**config.mk**
```make
export PLATFORM = sky130hd
export DESIGN_NAME = intr_injector_flat
export DESIGN_NICKNAME = d
export VERILOG_FILES = /design/src/rtl/intr_injector_pkg.sv /design/src/rtl/intr_injector_if.sv /design/src/rtl/intr_injector_channel.sv /design/src/rtl/intr_injector.sv /design/src/flat_wrapper.sv
export SDC_FILE = /design/constraint.sdc
export NUM_CORES = 1
export LEC_CHECK = 0
export ABC_AREA = 1
export ABC_CLOCK_PERIOD_IN_PS = 13900
export CAP_MARGIN = 10
export CORE_ASPECT_RATIO = 1.75
export CORE_MARGIN = 2
export CORE_UTILIZATION = 40
export DETAILED_ROUTE_END_ITERATION = 8
export SLEW_MARGIN = 20
export SYNTH_ARGS = -nofsm -noshare
export SYNTH_HDL_FRONTEND = slang
export SYNTH_SLANG_ARGS = --single-unit
```
**constraint.sdc**
```tcl
create_clock -name clk -period 13.9 [get_ports clk]
set_clock_uncertainty 0.1 [all_clocks]
set_input_delay 2.78 -clock clk [delete_from_list [all_inputs] [get_ports clk]]
set_output_delay 2.78 -clock clk [all_outputs]
set_load 0.01 [all_outputs]
```
**src/rtl/intr_injector_pkg.sv**
```systemverilog
// Shared types and helpers for the interrupt injector: channel FSM states and
// acknowledge-word address arithmetic.
package intr_inj_pkg;

  typedef enum logic [2:0] {
    ST_IDLE,
    ST_ARMED,
    ST_DELAY,
    ST_ASSERT,
    ST_REARM,
    ST_DONE
  } ch_state_e;

  localparam int unsigned ACK_STRIDE = 4;

  function automatic logic [31:0] ack_addr(input logic [31:0] base, input int unsigned ch);
    return base + 32'(ACK_STRIDE * ch);
  endfunction

  function automatic int unsigned ch_width(input int unsigned n);
    return (n > 1) ? $clog2(n) : 1;
  endfunction

endpackage

```
**src/rtl/intr_injector_if.sv**
```systemverilog
// CPU observation, configuration and interrupt-line bundle for intr_injector.
// master = bench/CPU side, slave = injector side.
interface intr_injector_if #(
  parameter int unsigned CHANNELS = 6,
  parameter int unsigned CNT_W    = 8,
  parameter int unsigned DLY_W    = 8
);
  localparam int unsigned CH_W = (CHANNELS > 1) ? $clog2(CHANNELS) : 1;

  logic [31:0]         macroscopic_pc;
  logic [31:0]         m_int_addr;
  logic [3:0]          m_int_byteen;
  logic                cfg_we;
  logic [CH_W-1:0]     cfg_ch;
  logic [31:0]         cfg_target_pc;
  logic [CNT_W-1:0]    cfg_count;
  logic [DLY_W-1:0]    cfg_delay;
  logic [CHANNELS-1:0] interrupt;
  logic [CHANNELS-1:0] done;
  logic                busy;
  logic [CHANNELS-1:0] timeout_err;

  modport master (
    output macroscopic_pc, m_int_addr, m_int_byteen,
    output cfg_we, cfg_ch, cfg_target_pc, cfg_count, cfg_delay,
    input  interrupt, done, busy, timeout_err
  );

  modport slave (
    input  macroscopic_pc, m_int_addr, m_int_byteen,
    input  cfg_we, cfg_ch, cfg_target_pc, cfg_count, cfg_delay,
    output interrupt, done, busy, timeout_err
  );
endinterface

```
**src/rtl/intr_injector_channel.sv**
```systemverilog
// One interrupt channel: PC-match trigger, optional delay, ack-held line, re-arm.
// Optional ack timeout built only when INTR_INJ_TIMEOUT_EN is defined.
module intr_inj_channel
  import intr_inj_pkg::*;
#(
  parameter int unsigned CH_IDX   = 0,
  parameter logic [31:0] ACK_BASE = 32'h0000_7f20,
  parameter int unsigned CNT_W    = 8,
  parameter int unsigned DLY_W    = 8,
  parameter int unsigned TIMEOUT  = 1024
) (
  input  logic             clk,
  input  logic             rst_n,
  input  logic             i_cfg_we,
  input  logic [31:0]      i_cfg_target,
  input  logic [CNT_W-1:0] i_cfg_count,
  input  logic [DLY_W-1:0] i_cfg_delay,
  input  logic [31:0]      i_pc,
  input  logic [31:0]      i_st_addr,
  input  logic [3:0]       i_st_byteen,
  output logic             o_interrupt,
  output logic             o_done,
  output logic             o_active,
  output logic             o_timeout_err
);
  localparam logic [31:0] ACK_ADDR = ack_addr(ACK_BASE, CH_IDX);

  ch_state_e        r_state, w_state_nxt;
  logic [29:0]      r_target;
  logic [CNT_W-1:0] r_remaining;
  logic [DLY_W-1:0] r_delay;
  logic [DLY_W-1:0] r_dly_cnt;
  logic             r_interrupt;
  logic             r_done;
  logic             w_match;
  logic             w_ack;
  logic             w_timeout;
  logic             w_unused;

  assign w_match = (i_pc[31:2] == r_target);
  assign w_ack   = (|i_st_byteen) && (i_st_addr[31:2] == ACK_ADDR[31:2]);

`ifdef INTR_INJ_TIMEOUT_EN
  localparam int unsigned TO_W = $clog2(TIMEOUT + 1);

  logic [TO_W-1:0] r_to_cnt;
  logic            r_to_err;

  assign w_timeout = (r_state == ST_ASSERT) && (r_to_cnt == TO_W'(TIMEOUT - 1));

  always_ff @(posedge clk or negedge rst_n) begin
    if (!rst_n) begin
      r_to_cnt <= '0;
      r_to_err <= 1'b0;
    end else if (i_cfg_we) begin
      r_to_cnt <= '0;
      r_to_err <= 1'b0;
    end else if (r_state == ST_ASSERT && !w_ack) begin
      if (w_timeout) begin
        r_to_cnt <= '0;
        r_to_err <= 1'b1;
      end else begin
        r_to_cnt <= r_to_cnt + TO_W'(1);
      end
    end else begin
      r_to_cnt <= '0;
    end
  end

  assign o_timeout_err = r_to_err;
  assign w_unused = ^{1'b0, i_pc[1:0], i_st_addr[1:0], i_cfg_target[1:0], ACK_ADDR[1:0]};
`else
  assign w_timeout     = 1'b0;
  assign o_timeout_err = 1'b0;
  assign w_unused = ^{1'b0, i_pc[1:0], i_st_addr[1:0], i_cfg_target[1:0], ACK_ADDR[1:0],
                      32'(TIMEOUT)};
`endif

  always_ff @(posedge clk or negedge rst_n) begin
    if (!rst_n) r_state <= ST_IDLE;
    else        r_state <= w_state_nxt;
  end

  always_comb begin
    w_state_nxt = r_state;
    case (r_state)
      ST_IDLE:   w_state_nxt = ST_IDLE;
      ST_ARMED:  if (w_match) w_state_nxt = (r_delay == '0) ? ST_ASSERT : ST_DELAY;
      ST_DELAY:  if (r_dly_cnt <= DLY_W'(1)) w_state_nxt = ST_ASSERT;
      ST_ASSERT: if (w_ack || w_timeout)
                   w_state_nxt = (r_remaining == '0) ? ST_DONE : ST_REARM;
      ST_REARM:  if (!w_match) w_state_nxt = ST_ARMED;
      ST_DONE:   w_state_nxt = ST_DONE;
      default:   w_state_nxt = ST_IDLE;
    endcase
    // Configuration overrides whatever the channel was doing this cycle.
    if (i_cfg_we) w_state_nxt = (i_cfg_count == '0) ? ST_IDLE : ST_ARMED;
  end

  always_ff @(posedge clk or negedge rst_n) begin
    if (!rst_n) begin
      r_target    <= '0;
      r_remaining <= '0;
      r_delay     <= '0;
      r_dly_cnt   <= '0;
    end else if (i_cfg_we) begin
      r_target    <= i_cfg_target[31:2];
      r_remaining <= i_cfg_count;
      r_delay     <= i_cfg_delay;
      r_dly_cnt   <= '0;
    end else if (r_state == ST_ARMED && w_match) begin
      if (r_remaining != '0) r_remaining <= r_remaining - CNT_W'(1);
      r_dly_cnt <= r_delay;
    end else if (r_state == ST_DELAY && r_dly_cnt != '0) begin
      r_dly_cnt <= r_dly_cnt - DLY_W'(1);
    end
  end

  // Lines follow the state one edge later, but a config write drops them at once.
  always_ff @(posedge clk or negedge rst_n) begin
    if (!rst_n) begin
      r_interrupt <= 1'b0;
      r_done      <= 1'b0;
    end else begin
      r_interrupt <= !i_cfg_we && (r_state == ST_ASSERT);
      r_done      <= !i_cfg_we && (r_state == ST_DONE);
    end
  end

  assign o_interrupt = r_interrupt;
  assign o_done      = r_done;
  assign o_active    = (r_state == ST_ARMED) || (r_state == ST_DELAY) ||
                       (r_state == ST_ASSERT) || (r_state == ST_REARM);

endmodule

```
**src/rtl/intr_injector.sv**
```systemverilog
// Multi-channel PC-triggered interrupt generator for the MIPS benches.
// Optional per-channel ack timeout: define INTR_INJ_TIMEOUT_EN.
module intr_injector
  import intr_inj_pkg::*;
#(
  parameter int unsigned CHANNELS = 6,
  parameter logic [31:0] ACK_BASE = 32'h0000_7f20,
  parameter int unsigned CNT_W    = 8,
  parameter int unsigned DLY_W    = 8,
  parameter int unsigned TIMEOUT  = 1024
) (
  input  logic            clk,
  input  logic            reset,
  intr_injector_if.slave  bus
);
  localparam int unsigned CH_W = ch_width(CHANNELS);

  logic [1:0]          r_rst_sync;
  logic                w_rst_n;
  logic [CHANNELS-1:0] w_cfg_we;
  logic [CHANNELS-1:0] w_interrupt;
  logic [CHANNELS-1:0] w_done;
  logic [CHANNELS-1:0] w_active;
  logic [CHANNELS-1:0] w_timeout_err;

  // Assert asynchronously, release two edges after reset rises.
  always_ff @(posedge clk or negedge reset) begin
    if (!reset) r_rst_sync <= '0;
    else        r_rst_sync <= {r_rst_sync[0], 1'b1};
  end
  assign w_rst_n = r_rst_sync[1];

  for (genvar gi = 0; gi < CHANNELS; gi++) begin : g_ch
    assign w_cfg_we[gi] = bus.cfg_we && (bus.cfg_ch == CH_W'(gi));

    intr_inj_channel #(
      .CH_IDX   (gi),
      .ACK_BASE (ACK_BASE),
      .CNT_W    (CNT_W),
      .DLY_W    (DLY_W),
      .TIMEOUT  (TIMEOUT)
    ) u_ch (
      .clk           (clk),
      .rst_n         (w_rst_n),
      .i_cfg_we      (w_cfg_we[gi]),
      .i_cfg_target  (bus.cfg_target_pc),
      .i_cfg_count   (bus.cfg_count),
      .i_cfg_delay   (bus.cfg_delay),
      .i_pc          (bus.macroscopic_pc),
      .i_st_addr     (bus.m_int_addr),
      .i_st_byteen   (bus.m_int_byteen),
      .o_interrupt   (w_interrupt[gi]),
      .o_done        (w_done[gi]),
      .o_active      (w_active[gi]),
      .o_timeout_err (w_timeout_err[gi])
    );
  end

  assign bus.interrupt   = w_interrupt;
  assign bus.done        = w_done;
  assign bus.busy        = |w_active;
  assign bus.timeout_err = w_timeout_err;

endmodule

```
**src/flat_wrapper.sv**
```systemverilog
// flat-port wrapper written by rule: the top's interface ports become plain ports
module intr_injector_flat import intr_inj_pkg::*;
#(
  parameter int unsigned CHANNELS = 6,
  parameter logic [31:0] ACK_BASE = 32'h0000_7f20,
  parameter int unsigned CNT_W    = 8,
  parameter int unsigned DLY_W    = 8,
  parameter int unsigned TIMEOUT  = 1024
)
  (clk, reset, bus_macroscopic_pc, bus_m_int_addr, bus_m_int_byteen, bus_cfg_we, bus_cfg_ch, bus_cfg_target_pc, bus_cfg_count, bus_cfg_delay, bus_interrupt, bus_done, bus_busy, bus_timeout_err);
  intr_injector_if #(.CHANNELS(CHANNELS), .CNT_W(CNT_W), .DLY_W(DLY_W)) bus_i ();
  input  logic clk;
  input  logic reset;
  input wire logic [$bits(bus_i.macroscopic_pc)-1:0] bus_macroscopic_pc;
  input wire logic [$bits(bus_i.m_int_addr)-1:0] bus_m_int_addr;
  input wire logic [$bits(bus_i.m_int_byteen)-1:0] bus_m_int_byteen;
  input wire logic [$bits(bus_i.cfg_we)-1:0] bus_cfg_we;
  input wire logic [$bits(bus_i.cfg_ch)-1:0] bus_cfg_ch;
  input wire logic [$bits(bus_i.cfg_target_pc)-1:0] bus_cfg_target_pc;
  input wire logic [$bits(bus_i.cfg_count)-1:0] bus_cfg_count;
  input wire logic [$bits(bus_i.cfg_delay)-1:0] bus_cfg_delay;
  output wire logic [$bits(bus_i.interrupt)-1:0] bus_interrupt;
  output wire logic [$bits(bus_i.done)-1:0] bus_done;
  output wire logic [$bits(bus_i.busy)-1:0] bus_busy;
  output wire logic [$bits(bus_i.timeout_err)-1:0] bus_timeout_err;
  assign bus_i.macroscopic_pc = bus_macroscopic_pc;
  assign bus_i.m_int_addr = bus_m_int_addr;
  assign bus_i.m_int_byteen = bus_m_int_byteen;
  assign bus_i.cfg_we = bus_cfg_we;
  assign bus_i.cfg_ch = bus_cfg_ch;
  assign bus_i.cfg_target_pc = bus_cfg_target_pc;
  assign bus_i.cfg_count = bus_cfg_count;
  assign bus_i.cfg_delay = bus_cfg_delay;
  assign bus_interrupt = bus_i.interrupt;
  assign bus_done = bus_i.done;
  assign bus_busy = bus_i.busy;
  assign bus_timeout_err = bus_i.timeout_err;
  intr_injector #(.CHANNELS(CHANNELS), .ACK_BASE(ACK_BASE), .CNT_W(CNT_W), .DLY_W(DLY_W), .TIMEOUT(TIMEOUT)) u_core (.clk(clk), .reset(reset), .bus(bus_i));
endmodule
```
==> results.cfg, run 1 <==
[run_status]
status = completed

[floorplanning]
die_h_um = 303
coreArea_um2 = 50500
die_w_um = 175
rows = 109
die-area_um2 = 53000
io_pins = 141
initial_utilization_pct = 40.5

[clock_network]
ctsResizeCount = 0
hold_buffers = 0
root_buffer = clkbuf_16
path_clk_slew_ps = 60
cts_tree = done
numCtsBuffers = 39
clkLatencyLatePin_ps = 540
htree_levels = 2
cts_setup_buffers = 0
cts_num_sinks = 356
cts_buffer_depth = 3

[finish]
fin_area_um2 = 23400
drive_gt1_share_pct = 5.47
multi_input_area_um2 = 9880
nFillCells = 4985
n_antenna_cell = 0
regArea_um2 = 8910
area_delta_synth_final_pct = 14.6
nets = 3049
fin_cells = 3589
final_util_pct = 46.4

[placement]
place_congestion = 0.873
place_worst_setup_slack_ps = 7850
port_buffers = 128
hpwl_um = 42400
postPlaceCellArea_um2 = 22200
dp_cells = 3521

[pwr]
power_mw = 3.97
power.leakage_nw = 11.5
vdd_ir_drop_max_mv = 0.113
power_density_nw_per_um2 = 170

[setup_path]
critPathCaptureType = primary output
crit_path_start_kind = flip-flop
arrival_ps = 2730
path_max_fanout = 4
cp_data_required_time_ps = 11020
path_class = reg -> out

[yosys]
yosysMostFrequentCell = nand2_1
ys_top_cells_by_count = nand2_1 (1,019), dfrtp_1 (356), inv_1 (276), o21ai_0 (270), nor2_1 (205)
synth_edf_count = 0
syn_inst = 2817
synth_area_um2 = 20500
ys_types = 47
synthTopCellsByArea = dfrtp_1 (44%), nand2_1 (19%), o21ai_0 (6.6%)
synth-seq-cells = 356
synthFlopType = dfrtp_1
yosys.area.top_type_share_pct = 43.6
syn_avg_cell_area_um2 = 7.26
synth_top_area_cell = dfrtp_1
ys_warn_count = 0
synth-seq-area-share_pct = 43.6
synth_async_sr_flop_share_pct = 100

[global_route]
grt_pass1_wl_um = 93000
grt_max_degree = 77
grt_antenna_before_repair = 2
track_usage_pct = 22.3
grt_overflow = 0
first_global_vias = 17753

[route]
antenna_left = 0
drc = 0
viasPerCell = 5.02
vias = 18004
first_pass_iters = 6
wl_per_cell_um = 16.4
routed_wl_um = 58900
drtIter0Drc = 1108

[timing]
layout_setup_ws_ps = 8290
finalCritPeriodShare_pct = 40.3
min_period_ps = 5610
final_hold_viol_count = 0
setup_viol = 0
clock.fmax_mhz = 178
worstMarginPinSlew_ps = 1020
grt_setup_unrepaired = false
fin_tns_setup_ps = 0
slew_headroom_pct = 31.8
hold_ws_ps = 247
slew_viol_final = 0

[flow_run]
cap_violations = 0

[worst_hold_path]
hp-class = reg -> reg
==> layout by cell type (no fill, tap or decap), types with 5 or more instances in the layout <==
| cell | n |
|---|---|
| nand2_1 | 1019 |
| dfrtp_1 | 355 |
| inv_1 | 276 |
| o21ai_0 | 270 |
| nor2_1 | 205 |
| nand3_1 | 190 |
| clkdlybuf4s50_1 | 128 |
| xnor2_1 | 87 |
| xor2_1 | 50 |
| clkbuf_16 | 41 |
| ha_1 | 30 |
| nor3_1 | 29 |
| inv_2 | 26 |
| o21ai_1 | 24 |
| nand4_1 | 23 |
| a21oi_1 | 21 |
| nor2_4 | 13 |
| buf_4 | 12 |
| clkbuf_8 | 11 |
| nor2_2 | 10 |
| a31oi_1 | 8 |
| nor4_1 | 7 |
| or2_2 | 7 |
| a22oi_1 | 7 |
| clkinv_2 | 7 |
| conb_1 | 7 |
| clkbuf_1 | 6 |
| nand2_4 | 5 |
==> worst max-delay path, stage by stage, from the launching register on <==
cell and delay [ps]:
dfrtp_1 400, inv_1 100, nand3_1 160, nand2_1 130
nor4_1 540, nand4_1 300, clkdlybuf4s50_1 570
==> per-layer routing <==
metal / wire, um / part of all wire [%] / vias up / track usage [%]
met1: 22300 / 38 / 8410 / 24.0
met3: 2820 / 4.8 / 143 / 2.99
li1: - / - / 8954 / -
met5: 10 / 0.017 / - / 0
met4: 3800 / 6.5 / 2 / 13.5
met2: 30000 / 51 / 495 / 41.4
==> where the power goes <==
group | internal [mW] | switching [mW] | total, mW
Clock | 0.595 | 0.432 | 1.03
Sequential | 1.31 | 0.214 | 1.52
Combinational | 0.561 | 0.864 | 1.42
==> path summary, 6_finish.rpt <==
| path | start | endpoint | slack [ps] | depth (start not counted) |
|---|---|---|---|---|
| setup reg to reg | u_core.r_rst_sync[1] | u_core.g_ch[4].u_ch.r_remaining[1] | 11310 | 3 |
| min in group asynchronous | u_core.r_rst_sync[1] | u_core.g_ch[4].u_ch.r_target[16] | 370 | 0 |
| hold / removal | u_core.r_rst_sync[0] | u_core.r_rst_sync[1] | 250 | 0 |
| hold reg to reg | u_core.r_rst_sync[0] | u_core.r_rst_sync[1] | 250 | 0 |
| setup / recovery | u_core.g_ch[4].u_ch.r_state[2] | bus_busy | 8290 | 6 |
| max in group asynchronous | reset | u_core.r_rst_sync[1] | 11270 | 1 |
==> cell families (layout without fill, tap and decap cells) <==
kind of cell / count (synthesis) / after routing / synth area share (%)
xor+xnor: 137 / 137 / 5.87
compound gates: 356 / 356 / 9.35
fa+ha+maj: 30 / 30 / 1.84
other cells: 2 / 7 / 0.0367
buf+inv: 412 / 513 / 8.27
simple gates: 1524 / 1524 / 31.1
flops: 356 / 356 / 43.6
==> sequential cells by signal, summed over array words and instances, names as in the netlist <==
register                      cells
u_core.g_ch.u_ch.o_done           6
u_core.g_ch.u_ch.o_interrupt      6
u_core.g_ch.u_ch.r_state         18
u_core.g_ch.u_ch.r_target       180
u_core.g_ch.u_ch.r_dly_cnt       48
u_core.r_rst_sync                 2
u_core.g_ch.u_ch.r_delay         48
u_core.g_ch.u_ch.r_remaining     48
==> area by class of cell <==
cell class | instances | area share [%]
sequential | 356 | 38.0
timing repair buffer | 142 | 5.99
multi-input combinational | 2054 | 42.2
clock buffer | 58 | 5.12
tap | 666 | 3.56
clock inverter | 9 | 0.224
inverter | 304 | 4.90
Note: power is estimated with default switching activity, not from simulation.
==> run 2: changes to the inputs <==
ABC_CLOCK_PERIOD_IN_PS = 4900   (was 13900)
clock period = 4.9 ns   (was 13.9 ns; I/O delays follow)
==> run 2 against run 1 <==
Effect of this change:
- global-route usage decreased by 0.10 points
- sequential share of layout area shrank 0.24 points
- flip-flop and latch count did not move
- highest routed layer unchanged
- setup slack got worse by 7200 ps
- worst hold slack got worse by 69 ps
- design area rose by 0.64%
- register-to-register slack worse by 9000 ps
- largest cell class unchanged
- clock power grew to 3.0 times the previous value
- sequential power increased to 2.8 times the previous value
- clock-buffer cell count is 2 higher
==> results.cfg, run 2 (synthesis gave the netlist of run 1 again) <==
[clock_network]
hold_buffers = 0
cts_buffer_depth = 3
ctsResizeCount = 0
root_buffer = clkbuf_16
clkLatencyLatePin_ps = 540
cts_tree = done
htree_levels = 2
cts_setup_buffers = 0
path_clk_slew_ps = 60
numCtsBuffers = 39
cts_num_sinks = 356

[pwr]
seqPwrFrac_pct = 37.6
power.switching_mw = 4.28
combPwrFrac_pct = 35.2
internal-power_mw = 7.21
power.leakage_nw = 11.6
power_density_nw_per_um2 = 487
vdd_ir_drop_max_mv = 0.272
swShare_pct = 37.2
pwr-share-clk_pct = 27.2

[placement]
place_congestion = 0.884
postPlaceCellArea_um2 = 22200
place_worst_setup_slack_ps = 997
port_buffers = 128
hpwl_um = 42400
dp_cells = 3524

[floorplanning]
io_pins = 141
die-area_um2 = 53000
rows = 109
coreArea_um2 = 50500
die_w_um = 175
initial_utilization_pct = 40.5
die_h_um = 303

[setup_path]
critPathBufInv = 2
critPathSlowestCell = clkdlybuf4s50_1
cp_top_family = simple AND/OR/NAND/NOR gates
critPathCaptureType = primary output
max_stage_delay_ps = 560
path_class = reg -> out
crit_chain = inv_1 -> nand3_1 -> nand2_1 -> nor4_1 -> nand4_1 -> clkdlybuf4s50_1
crit_path_start_kind = flip-flop
path_max_fanout = 5
cp_data_required_time_ps = 3820
arrival_ps = 2760

[timing]
fin_tns_setup_ps = 0
slew_headroom_pct = 42.5
min_period_ps = 3840
setup_viol = 0
clock.fmax_mhz = 261
slew_viol_final = 0
final_hold_viol_count = 0
worstMarginPinSlew_ps = 854
grt_setup_unrepaired = false
finalCritPeriodShare_pct = 78.3
layout_setup_ws_ps = 1060

[route]
wl_per_cell_um = 16.2
vias = 17946
antenna_left = 0
drc = 0
viasPerCell = 4.99
first_pass_iters = 5
drtIter0Drc = 994
routed_wl_um = 58300

[run_status]
status = completed

[global_route]
grt_antenna_before_repair = 2
grt_pass1_wl_um = 93000
grt_overflow = 0
track_usage_pct = 22.2
grt_max_degree = 142
first_global_vias = 17852

[finish]
final_cell_mix = nand2_1 (1,019), dfrtp_1 (355), inv_1 (276)
fin_cells = 3593
final_common_cell = nand2_1
area_delta_synth_final_pct = 15.3
regMostFlops = u_core.g_ch.u_ch.r_target
largest_reg_flops = 180
multi_input_area_um2 = 9880
nFillCells = 5028
regArea_um2 = 8910
drive_gt1_share_pct = 5.64
fin_area_um2 = 23600
nets = 3051

[worst_hold_path]
hp-class = reg -> async

[flow_run]
cap_violations = 0
[run 2: final timing paths]
check / depth (start not counted) / slack [ps] / startpoint / end
max: 6 / 1060 / u_core.g_ch[5].u_ch.r_state[2] / bus_busy
min: 0 / 180 / u_core.r_rst_sync[1] / u_core.g_ch[0].u_ch.r_target[14]
min reg2reg: 0 / 180 / u_core.r_rst_sync[1] / u_core.g_ch[0].u_ch.r_target[14]
max reg2reg: 12 / 2270 / u_core.g_ch[3].u_ch.r_target[4] / u_core.g_ch[3].u_ch.r_remaining[2]
max in group asynchronous: 1 / 3310 / u_core.r_rst_sync[1] / u_core.g_ch[2].u_ch.r_target[4]
min in group clk: 0 / 250 / u_core.r_rst_sync[0] / u_core.r_rst_sync[1]
[run 2: routing by layer]
layer | track usage [%] | up-vias | wire length [um]
met1 | 23.5 | 8373 | 22200
li1 | - | 8974 | -
met2 | 41.6 | 459 | 29900
met3 | 3.31 | 138 | 2700
met4 | 12.9 | 2 | 3540
met5 | 0 | - | 13
[run 2: metrics by stage]
stage	hold WS [ps]	power [mW]	util, %
after floorplan	231	7.32	-
after global placement	205	8.24	44.0
after detailed placement	212	8.39	44.0
after CTS	205	11.6	46.7
after global routing	219	12.4	46.7
final	178	11.5	46.7
[run 2: final cells by class]
type / count / area share, %
multi-input cells: 2054 / 41.9
flip-flops and latches: 356 / 37.8
repair buffers: 144 / 6.10
clock buffers: 60 / 5.29
inverters: 304 / 4.87
well taps: 666 / 3.53
clock inverters: 8 / 0.488
diodes: 1 / 0.0106
[run 2: power groups by stage]
stage               logic (mW)  clock network, mW  registers (mW)
floorplan                 3.08                  0            4.24
global placement          3.92                  0            4.32
detailed placement        4.04                  0            4.35
CTS                       4.06               3.21            4.31
global route              4.68               3.31            4.42
finish                    4.04               3.13            4.32
==> run 3: changes to the inputs <==
ABC_CLOCK_PERIOD_IN_PS = 3200   (was 4900)
clock period = 3.2 ns   (was 4.9 ns; I/O delays follow)
==> run 3 against run 2 <==
Effect of this change:
- clock power up 52%
- core utilization increased by 1.1 points
- worst hold slack got worse by 13 ps
- largest cell class unchanged
- largest power group unchanged
==> results.cfg, run 3 (synthesis gave the netlist of run 1 again) <==
[flow_run]
cap_violations = 0

[pwr]
power.switching_mw = 6.62
combPwrFrac_pct = 35.9
seqPwrFrac_pct = 37.3
pwr-share-clk_pct = 26.8
power.leakage_nw = 11.9
swShare_pct = 37.3
vdd_ir_drop_max_mv = 0.381
internal-power_mw = 11.1
power_density_nw_per_um2 = 736

[floorplanning]
coreArea_um2 = 50500
io_pins = 141
rows = 109
die_h_um = 303
initial_utilization_pct = 40.5
die-area_um2 = 53000
die_w_um = 175

[setup_path]
path_class = reg -> out
crit_path_start_kind = flip-flop
arrival_ps = 2330
path_max_fanout = 4
cp_data_required_time_ps = 2460
critPathCaptureType = primary output

[finish]
final_cell_mix = nand2_1 (1,019), dfrtp_1 (355), inv_1 (276)
area_delta_synth_final_pct = 18.0
final_common_cell = nand2_1
drive_gt1_share_pct = 7.87
largest_reg_flops = 180
regMostFlops = u_core.g_ch.u_ch.r_target
fin_area_um2 = 24100
nets = 3121

[clock_network]
hold_buffers = 0
root_buffer = clkbuf_16
path_clk_slew_ps = 60
clkLatencyLatePin_ps = 550
cts_tree = done
numCtsBuffers = 38
cts_num_sinks = 356
cts_buffer_depth = 3
htree_levels = 2

[placement]
place_worst_setup_slack_ps = 91.8
place_congestion = 0.900
port_buffers = 128
hpwl_um = 44800
postPlaceCellArea_um2 = 22800

[route]
antenna_left = 0
drc = 0
wl_per_cell_um = 16.2
vias = 18161
drtIter0Drc = 1199
viasPerCell = 4.96
first_pass_iters = 6
routed_wl_um = 59500

[run_status]
status = completed

[global_route]
grt_antenna_before_repair = 1
first_global_vias = 18081
track_usage_pct = 22.6
grt_max_degree = 73
grt_pass1_wl_um = 94600
grt_overflow = 0

[timing]
final_hold_viol_count = 0
grt_setup_unrepaired = false
setup_viol = 0
layout_setup_ws_ps = 126
finalCritPeriodShare_pct = 96.1
slew_headroom_pct = 41.2
slew_viol_final = 0
worstMarginPinSlew_ps = 881
min_period_ps = 3070
clock.fmax_mhz = 325
hold_ws_ps = 164

[worst_hold_path]
hp-class = in -> async
[run 3: power by group through the flow]
| stage | combinational (mW) | clock, mW | sequential [mW] |
|---|---|---|---|
| global placement | 6.19 | 0 | 6.62 |
| global route | 7.35 | 5.04 | 6.77 |
| finish | 6.37 | 4.76 | 6.62 |
| CTS | 6.40 | 4.88 | 6.60 |
| floorplan | 4.72 | 0 | 6.50 |
| detailed placement | 6.36 | 0 | 6.67 |
[run 3: what timing repair did]
action | 4_1_cts | 5_1_grt
resized for setup | 1 | 1
buffers inserted | 0 | 1
pin swaps | 0 | 1
setup endpoints to repair | 1 | 1
[run 3: metrics by stage]
| step | power [mW] | std cells | util, % | setup TNS [ps] |
|---|---|---|---|---|
| floorplan | 11.2 | 2822 | - | -146720 |
| global placement | 12.8 | 3594 | 45.1 | 0 |
| detailed placement | 13.0 | 3594 | 45.1 | 0 |
| CTS | 17.9 | 3663 | 47.8 | 0 |
| global route | 19.2 | 3664 | 47.8 | 0 |
| finish | 17.8 | 3665 | 47.8 | 0 |
[run 3: critical path, stage by stage, from the launching register on]
cell	delay, ps
dfrtp_1	390
inv_1	100
nand3_1	170
nand2_1	150
nor4_1	330
buf_4	170
nand4_1	140
dlygate4sd2_1	330
[run 3: cell type report]
class / instances / area [um2]
Tap cell: 666 / 833
Inverter: 304 / 1150
Clock buffer: 60 / 1230
Timing Repair Buffer: 215 / 2000
Clock inverter: 9 / 125
Antenna cell: 1 / 2.50
Multi-Input combinational cell: 2054 / 9890
Fill cell: 5013 / 26300
Sequential cell: 356 / 8910
[run 3: final timing paths]
path	cells after the start	from	to	slack, ps
max	7	u_core.g_ch[4].u_ch.r_state[2]	bus_busy	130
min	1	reset	u_core.r_rst_sync[1]	160
max reg2reg	9	u_core.g_ch[4].u_ch.r_target[27]	u_core.g_ch[4].u_ch.r_dly_cnt[2]	950
min reg2reg	0	u_core.r_rst_sync[0]	u_core.r_rst_sync[1]	260
max in group asynchronous	1	u_core.r_rst_sync[1]	u_core.g_ch[5].u_ch.r_delay[7]	1740
min in group clk	0	u_core.r_rst_sync[0]	u_core.r_rst_sync[1]	260
[run 3: layer usage]
metal / track usage [%] / up-vias / wire length (um)
met4: 13.0 / 2 / 3710
met5: 0 / - / 10
met2: 42.2 / 453 / 30600
met1: 24.8 / 8447 / 22700
met3: 2.59 / 145 / 2430
li1: - / 9114 / -
